`config.mk`:
```
export PLATFORM = sky130hd
export DESIGN_NAME = div_unit
export DESIGN_NICKNAME = d
export VERILOG_FILES = /design/src/rtl/div_pkg.sv /design/src/rtl/div_unit.sv
export SDC_FILE = /design/constraint.sdc
export NUM_CORES = 1
export LEC_CHECK = 0
export ABC_AREA = 1
export CORE_MARGIN = 2
export CORE_UTILIZATION = 65
export CTS_BUF_LIST = sky130_fd_sc_hd__clkbuf_4
export DETAILED_ROUTE_END_ITERATION = 12
export DONT_BUFFER_PORTS = 1
export GPL_TIMING_DRIVEN = 0
export PLACE_DENSITY = 0.81
export RECOVER_POWER = 25
export SYNTH_ARGS = -nofsm -noshare
export SYNTH_HDL_FRONTEND = slang
export SYNTH_SLANG_ARGS = --single-unit
```
`constraint.sdc`:
```
create_clock -name clk -period 5.14 [get_ports clk]
set_input_delay 1.028 -clock clk [delete_from_list [all_inputs] [get_ports clk]]
set_output_delay 1.028 -clock clk [all_outputs]
set_load 0.03 [all_outputs]
```
`src/rtl/div_pkg.sv`:
```
// rtl/div_pkg.sv - shared op encoding, FSM states and op-decode helpers for div_unit
package div_pkg;

  typedef enum logic [1:0] {
    OP_DIV  = 2'b00,
    OP_DIVU = 2'b01,
    OP_REM  = 2'b10,
    OP_REMU = 2'b11
  } div_op_t;

  typedef enum logic [1:0] {
    S_IDLE = 2'b00,
    S_CALC = 2'b01,
    S_DONE = 2'b10
  } div_state_t;

  function automatic logic op_is_signed(input div_op_t o);
    return (o == OP_DIV) || (o == OP_REM);
  endfunction

  function automatic logic op_is_rem(input div_op_t o);
    return (o == OP_REM) || (o == OP_REMU);
  endfunction

endpackage

```
`src/rtl/div_unit.sv`:
```
// rtl/div_unit.sv - iterative radix-2 restoring divider with RV32M DIV/DIVU/REM/REMU semantics
// Optional macro DIV_EARLY_OUT_EN: divide-by-zero and signed overflow complete without iterating.
module div_unit
  import div_pkg::*;
#(
  parameter int WIDTH = 32
) (
  input  logic             clk,
  input  logic             rst_n,
  input  logic             start,
  input  logic [1:0]       op,
  input  logic [WIDTH-1:0] a,
  input  logic [WIDTH-1:0] b,
  output logic             busy,
  output logic             done,
  output logic [WIDTH-1:0] result
);

  localparam int CW = (WIDTH > 1) ? $clog2(WIDTH) : 1;
  localparam logic [CW-1:0] LAST_COUNT = CW'(WIDTH - 1);

  div_state_t       state, state_nxt;
  logic [CW-1:0]    count;
  logic [WIDTH-1:0] rem, quo, dvs;
  logic             is_rem, q_neg, r_neg;

  div_op_t          op_in;
  logic             in_signed, a_neg, b_neg;
  logic [WIDTH-1:0] a_mag, b_mag;
  logic             accept, early;

  assign op_in     = div_op_t'(op);
  assign in_signed = op_is_signed(op_in);
  assign a_neg     = in_signed & a[WIDTH-1];
  assign b_neg     = in_signed & b[WIDTH-1];
  assign a_mag     = a_neg ? -a : a;
  assign b_mag     = b_neg ? -b : b;

`ifdef DIV_EARLY_OUT_EN
  logic             div_zero, sgn_ovf;
  logic [WIDTH-1:0] early_result;

  assign div_zero = (b == '0);
  assign sgn_ovf  = in_signed && (a == {1'b1, {(WIDTH-1){1'b0}}}) && (b == '1);
  assign early    = div_zero | sgn_ovf;

  always_comb begin
    early_result = op_is_rem(op_in) ? a : '1;
    if (!div_zero) early_result = op_is_rem(op_in) ? '0 : a;
  end
`else
  assign early = 1'b0;
`endif

  // One restoring step: shift {rem,quo} left, keep the trial difference if it did not borrow.
  logic [WIDTH:0]   rem_sh, trial;
  logic             fits;
  logic [WIDTH-1:0] rem_step, quo_step, q_fix, r_fix;

  assign rem_sh   = {rem, quo[WIDTH-1]};
  assign trial    = rem_sh - {1'b0, dvs};
  assign fits     = ~trial[WIDTH];
  assign rem_step = fits ? trial[WIDTH-1:0] : rem_sh[WIDTH-1:0];
  assign quo_step = {quo[WIDTH-2:0], fits};
  assign q_fix    = q_neg ? -quo_step : quo_step;
  assign r_fix    = r_neg ? -rem_step : rem_step;

  always_comb begin
    state_nxt = state;
    accept    = 1'b0;
    case (state)
      S_IDLE: begin
        if (start) begin
          accept    = 1'b1;
          state_nxt = early ? S_DONE : S_CALC;
        end
      end
      S_CALC: begin
        if (count == '0) state_nxt = S_DONE;
      end
      S_DONE: begin
        if (start) begin
          accept    = 1'b1;
          state_nxt = early ? S_DONE : S_CALC;
        end else begin
          state_nxt = S_IDLE;
        end
      end
      default: state_nxt = S_IDLE;
    endcase
  end

  always_ff @(posedge clk or negedge rst_n) begin
    if (!rst_n) state <= S_IDLE;
    else        state <= state_nxt;
  end

  // result only changes when an operation finishes, so it holds through the next one.
  always_ff @(posedge clk or negedge rst_n) begin
    if (!rst_n) begin
      count  <= '0;
      rem    <= '0;
      quo    <= '0;
      dvs    <= '0;
      is_rem <= 1'b0;
      q_neg  <= 1'b0;
      r_neg  <= 1'b0;
      result <= '0;
    end else if (accept) begin
      count  <= LAST_COUNT;
      rem    <= '0;
      quo    <= a_mag;
      dvs    <= b_mag;
      is_rem <= op_is_rem(op_in);
      q_neg  <= (a_neg ^ b_neg) && (b != '0);
      r_neg  <= a_neg;
`ifdef DIV_EARLY_OUT_EN
      if (early) result <= early_result;
`endif
    end else if (state == S_CALC) begin
      rem <= rem_step;
      quo <= quo_step;
      if (count != '0) count  <= count - CW'(1);
      else             result <= is_rem ? r_fix : q_fix;
    end
  end

  assign busy = (state == S_CALC);
  assign done = (state == S_DONE);

endmodule
```
## Word-level counts from Yosys, hierarchy flattened

Cells that the tools add are included.

| word-level totals | value |
|---|---|
| register bits after elaboration | 138 |
| latch bits | 0 |
| bits in writable memories | 0 |
| memory bits (read-only) | 0 |
| input bits | 69 |
| output and inout port bits | 34 |
| logic and storage cells | 60 |
| memories | 0 |

| operators by class | value |
|---|---|
| add/subtract/negate cells | 6 |
| multipliers | 0 |
| divide/modulo/power cells | 0 |
| order comparisons | 0 |
| equality and inequality tests | 6 |
| shift operators | 0 |
| multiplexer cells | 19 |
| bitwise operators | 6 |
| reductions and logical operators | 14 |

Operators by type and width:

| operator | number |
|---|---|
| two-way mux 32 bit | 10 |
| negation 32 bit | 4 |
| subtractor 33 x 32 -> 33 bit | 1 |
| nonzero test 32 bit | 1 |
| two-way mux 5 bit | 3 |
| equality test 2 bit, second input constant | 3 |
| one-hot mux 2 bit (3 select lines) | 1 |
| logical NOT 5 bit | 1 |
| nonzero test 5 bit | 1 |
| subtractor 5 x 1 -> 5 bit, second input constant | 1 |
| logical NOT 2 bit | 2 |
| two-way mux 2 bit | 2 |
| AND reduction 2 bit | 2 |
| nonzero test 2 bit | 2 |
| two-way mux 1 bit | 3 |
| NOT 1 bit | 3 |
| AND reduction 3 bit | 1 |
| AND 1 bit | 2 |
| equality test 2 x 1 -> 1 bit, second input constant | 1 |
| logical OR 1 bit | 2 |
| inequality test 2 x 1 -> 1 bit, second input constant | 1 |
| inequality test 2 bit, second input constant | 1 |
| OR reduction 2 bit | 1 |
| logical AND 1 bit | 1 |
| XOR 1 bit | 1 |

## Logic depth before layout (Yosys ltp)

| depth | value |
|---|---|
| word-level depth | 5 |
| gate-level depth with buffers | 35 |
| depth with buffers taken out | 32 |

## Worst setup path after synthesis

Ideal clock, no wire load.

| path | value |
|---|---|
| kind | register to register |
| start point | reg quo[31] |
| end point | reg result[30] |
| library setup time | 120 ps |
| data arrival time | 3969 ps |
| required time | 5020 ps |
| slack | 1051 ps |
| stages on the path, launching flop included | 33 |
| path buffers | 3 |
| period minus slack after synthesis | 4089 ps |
| path through | dfrtp_1 inv_1 ha_1 inv_1 fa_1 nand2_1 nand2_1 nand3_1 nand2_1 nand2_1 nand2_2 nand2_4 nand3_4 nand2_4 buf_8 buf_12 buf_6 ha_1 nand3_1 inv_1 nand3_1 inv_1 nand3_1 nor3_1 nand2_1 inv_1 nand4_1 o21ai_0 o21ai_0 o21ai_0 a21oi_1 nor2_1 a21oi_2 |

| between the ends | value |
|---|---|
| word-level cells in the longest chain between the ends | 5 |
| elaborated cells between the ends (all ways) | 8 |
| those cells by class | 3 x add/sub; 4 x mux; 1 x bitwise |

Ends and longest elaborated chain:

| element | RTL line | RTL |
|---|---|---|
| start, declared | div_unit.sv:24 | `logic [WIDTH-1:0] rem, quo, dvs;` |
| start signal, assigned | div_unit.sv:112 | `quo <= a_mag;` |
| start signal, assigned | div_unit.sv:122 | `quo <= quo_step;` |
| subtractor 33 x 32 -> 33 bit | div_unit.sv:61 | `assign trial = rem_sh - {1'b0, dvs};` |
| two-way mux 32 bit / NOT 1 bit (equally long branches) | div_unit.sv:63, div_unit.sv:62 |  |
| negation 32 bit (on tied branches) | div_unit.sv:66, div_unit.sv:65 |  |
| two-way mux 32 bit (on tied branches) | div_unit.sv:66, div_unit.sv:65 |  |
| two-way mux 32 bit (*) | div_unit.sv:124 | `else result <= is_rem ? r_fix : q_fix;` |
| end signal, assigned | div_unit.sv:124 |  |
| end, declared | div_unit.sv:16 | `output logic [WIDTH-1:0] result` |

Mark *: on every way between the ends. The rest lies on a longest branch, timed or not.
A chain may end at the register's enable or synchronous reset.

## Final worst setup path

| path | value |
|---|---|
| start point | reg quo[31] |
| end point | reg result[28] |

Same word-level chain as after synthesis.

==> metrics.txt <==
clock latency on the worst-skew pair 0.58 ns; clock skew 0.0223 ns; routed len/inst 18.2 um; Critical Path End Type register; layout cells sized above 1 6.37%; number of synthesized flops with an enable pin 0; fin crit share 90.6%; total die area 0.0194 mm2; adder-cell area share of the yosys netlist 4.16%; Slew Limit Fails 0; post-synth top area cell dfrtp_1; Relative slew margins 15.7%; Synth Warn # 0; CP Launch Point quo[31]$_DFFE_PN0P_; FF-to-FF End result[28]$_DFFE_PN0P_; Max Fclk 215 MHz; reg-to-reg startpoint quo[31]$_DFFE_PN0P_; Most Frequent Cell on Critical Path nand2_1; Yosys top cell area share 29.0%; crit path launch type register; CTS root buf clkbuf_4; pin count of the biggest net entering global routing 139; final worst path period need 4.66 ns; synth unique cells 50; WS Path Type register to register; Horiz. Die Dim 139 um; first-pass GRT wire length 61,400 um; wirelength, routed 38,700 um; DRC violations left 0; Synth Area in Simple Gates a little over a third; TNS Setup 0 ns; Placer Congestion about 1.0; actual slew at the worst max-slew pin about 1.3 ns; Synth Area in XOR/XNOR 3.67%; vias 12,830; Yosys reg bits about 140; hold_buf cts 0; Setup Buffers After CTS 0; Min-Delay Path Class primary input to async pin; mux cell area share after synthesis 0%; Detail Placement HPWL slightly above 30,000 um; clk buf depth 2; max incr delay on CP 0.41 ns; Hold Slack 0.133 ns; DR iter-0 viols between 1,000 and 1,500; Worst EP arrival 5.14 ns; Avg Cell Area, Syn 6.38 um2; largest family of logic cells by synthesized area simple AND/OR/NAND/NOR gates; R2R Setup Slk 0.48 ns; max-cap viol count 0; CTS H-Tree Depth 4; RSZ-0062 raised after global routing no; vias in the first global route 11,810; TritonCTS Buffers 17; Fin. Hold Viols 0; post-synthesis sequential area ratio 29.0%; Remaining Overflow, GRT 0; critical path's slowest cell dfrtp_1; io pins 103; top post-synthesis cells by area dfrtp_1 (29%), nand2_1 (17%), inv_1 (8.6%), nand3_1 (6.3%), nor2_1 (5.2%); die height 139 um; CTS tree built; CP Max Fanout 19; Port Buffers 0; final setup fails 0; R2R depth 33; synthesized instance count 1,868; GRT Util Overall 40.0%; area of the core 0.0180 mm2; Syn Nets 1,976; Clock Pin Slew Worst Setup and Hold Paths between 0.1 and 0.15 ns; Vias per Instance 6.02; Synth async-reset ratio 100%; Critical Path RT 5.63 ns; Synth Area in Compound Gates roughly 16%; Layout Nets 1,994; ys flop type dfrtp_1; row count 49; initial antenna violation count 1; Final ANT Viol Nets 0; Mapped Area 0.0119 mm2; status finished clean; initial core utilization 66.3%; drt first pass iters 7; synthesis-to-layout area growth 5.22%; clk sink count 138
kinds of logic after synthesis:
| kind of cell | count (synthesis) |
|---|---|
| XOR/XNOR | 50 |
| flip-flops | 138 |
| AND/OR/NAND/NOR | 982 |
| AO/OA/AOI/OAI | 323 |
| adder cells (fa/ha/maj) | 39 |
| buffers and inverters | 336 |
how the worst max path moves through the flow:
| stage | endpoint | slack, ns | cells past startpoint |
|---|---|---|---|
| 6_report | result[28]$_DFFE_PN0P_ | 0.48 | 33 |
| 5_1_grt | result[28]$_DFFE_PN0P_ | 0.13 | 33 |
| 4_1_cts | result[30]$_DFFE_PN0P_ | 0.14 | 32 |
| 3_5_place_dp | result[30]$_DFFE_PN0P_ | 0.17 | 32 |
| 2_1_floorplan | result[30]$_DFFE_PN0P_ | 1.05 | 32 |
| 3_3_place_gp | result[30]$_DFFE_PN0P_ | 0.26 | 32 |
timing repair:
| item | CTS | global route |
|---|---|---|
| gates resized for setup | 0 | 9 |
| endpoints found under the setup margin | 0 | 6 |
| hold endpoints to repair | 0 | 0 |
stage by stage:
stage	cells	area [um2]	setup WS (ns)	utilization (%)
2_1_floorplan	1868	11900	1.05	-
3_3_place_gp	2097	12200	0.258	67.9
3_5_place_dp	2097	12200	0.173	67.9
4_1_cts	2129	12500	0.143	69.7
5_1_grt	2129	12500	0.126	69.8
6_report	2130	12500	0.483	69.8
Yosys cell counts (11+ instances only):
master and instances:
xnor2_1 21, o221ai_1 25, o22ai_1 33, nand3_1 151, inv_1 272, nor3_1 27, clkbuf_1 39, nand2_1 537
dfrtp_1 138, nand2_2 18, a31oi_1 13, ha_1 38, a21oi_1 75, or2_2 18, nand4_1 21, a2bb2oi_1 11
o21ai_0 121, nor2_1 165, xor2_1 29
layout make-up:
| class | instances | area, um2 |
|---|---|---|
| buffer | 59 | 283 |
| antenna | 2 | 5.00 |
| clock inverter | 13 | 169 |
| multi-input combinational | 1394 | 7160 |
| inverter | 276 | 1040 |
| clock buffer | 19 | 143 |
| sequential | 138 | 3450 |
| tap | 229 | 287 |
| fill | 1641 | 5420 |
placed cells by master (no fill, tap or decap), types with 5 or more instances in the layout:
cell       count
nand2_1      537
inv_1        272
nor2_1       161
nand3_1      150
dfrtp_1      138
o21ai_0      120
a21oi_1       75
clkbuf_1      39
ha_1          38
o22ai_1       33
xor2_1        29
nor3_1        26
o221ai_1      25
xnor2_1       21
nand4_1       21
clkbuf_4      19
nand2_2       18
or2_2         18
a31oi_1       13
a2bb2oi_1     11
nand3b_1      10
nor4_1         9
nor2_2         8
buf_1          8
o21bai_1       8
o211ai_1       8
nand2_4        7
o21ai_2        7
buf_2          6
nand3_2        5
o21ai_1        5
a21boi_1       5
metal layers:
layer / vias up / track usage, % / wire [um]
met3: 132 / 8.05 / 3820
li1: 6128 / - / -
met1: 5818 / 56.0 / 16300
met5: - / 0 / 0
met2: 752 / 62.2 / 17000
met4: 0 / 14.1 / 1660
sequential cells by signal, indices dropped and copies added (netlist names):
register,cells
count,5
r_neg,1
quo,32
q_neg,1
dvs,32
state,2
rem,32
result,32
is_rem,1
worst max-delay path, delay by kind of cell (launching register included):
kind	cells	cell delay, ns
AO/OA/AOI/OAI	3	0.29
adder cells (fa/ha/maj)	3	0.76
buffers and inverters	7	0.77
flip-flops	1	0.41
AND/OR/NAND/NOR	20	2.31
Power is left out: the tool's default activity adds up to more than one toggle a clock period on the data nets, which glitch-free logic cannot reach.
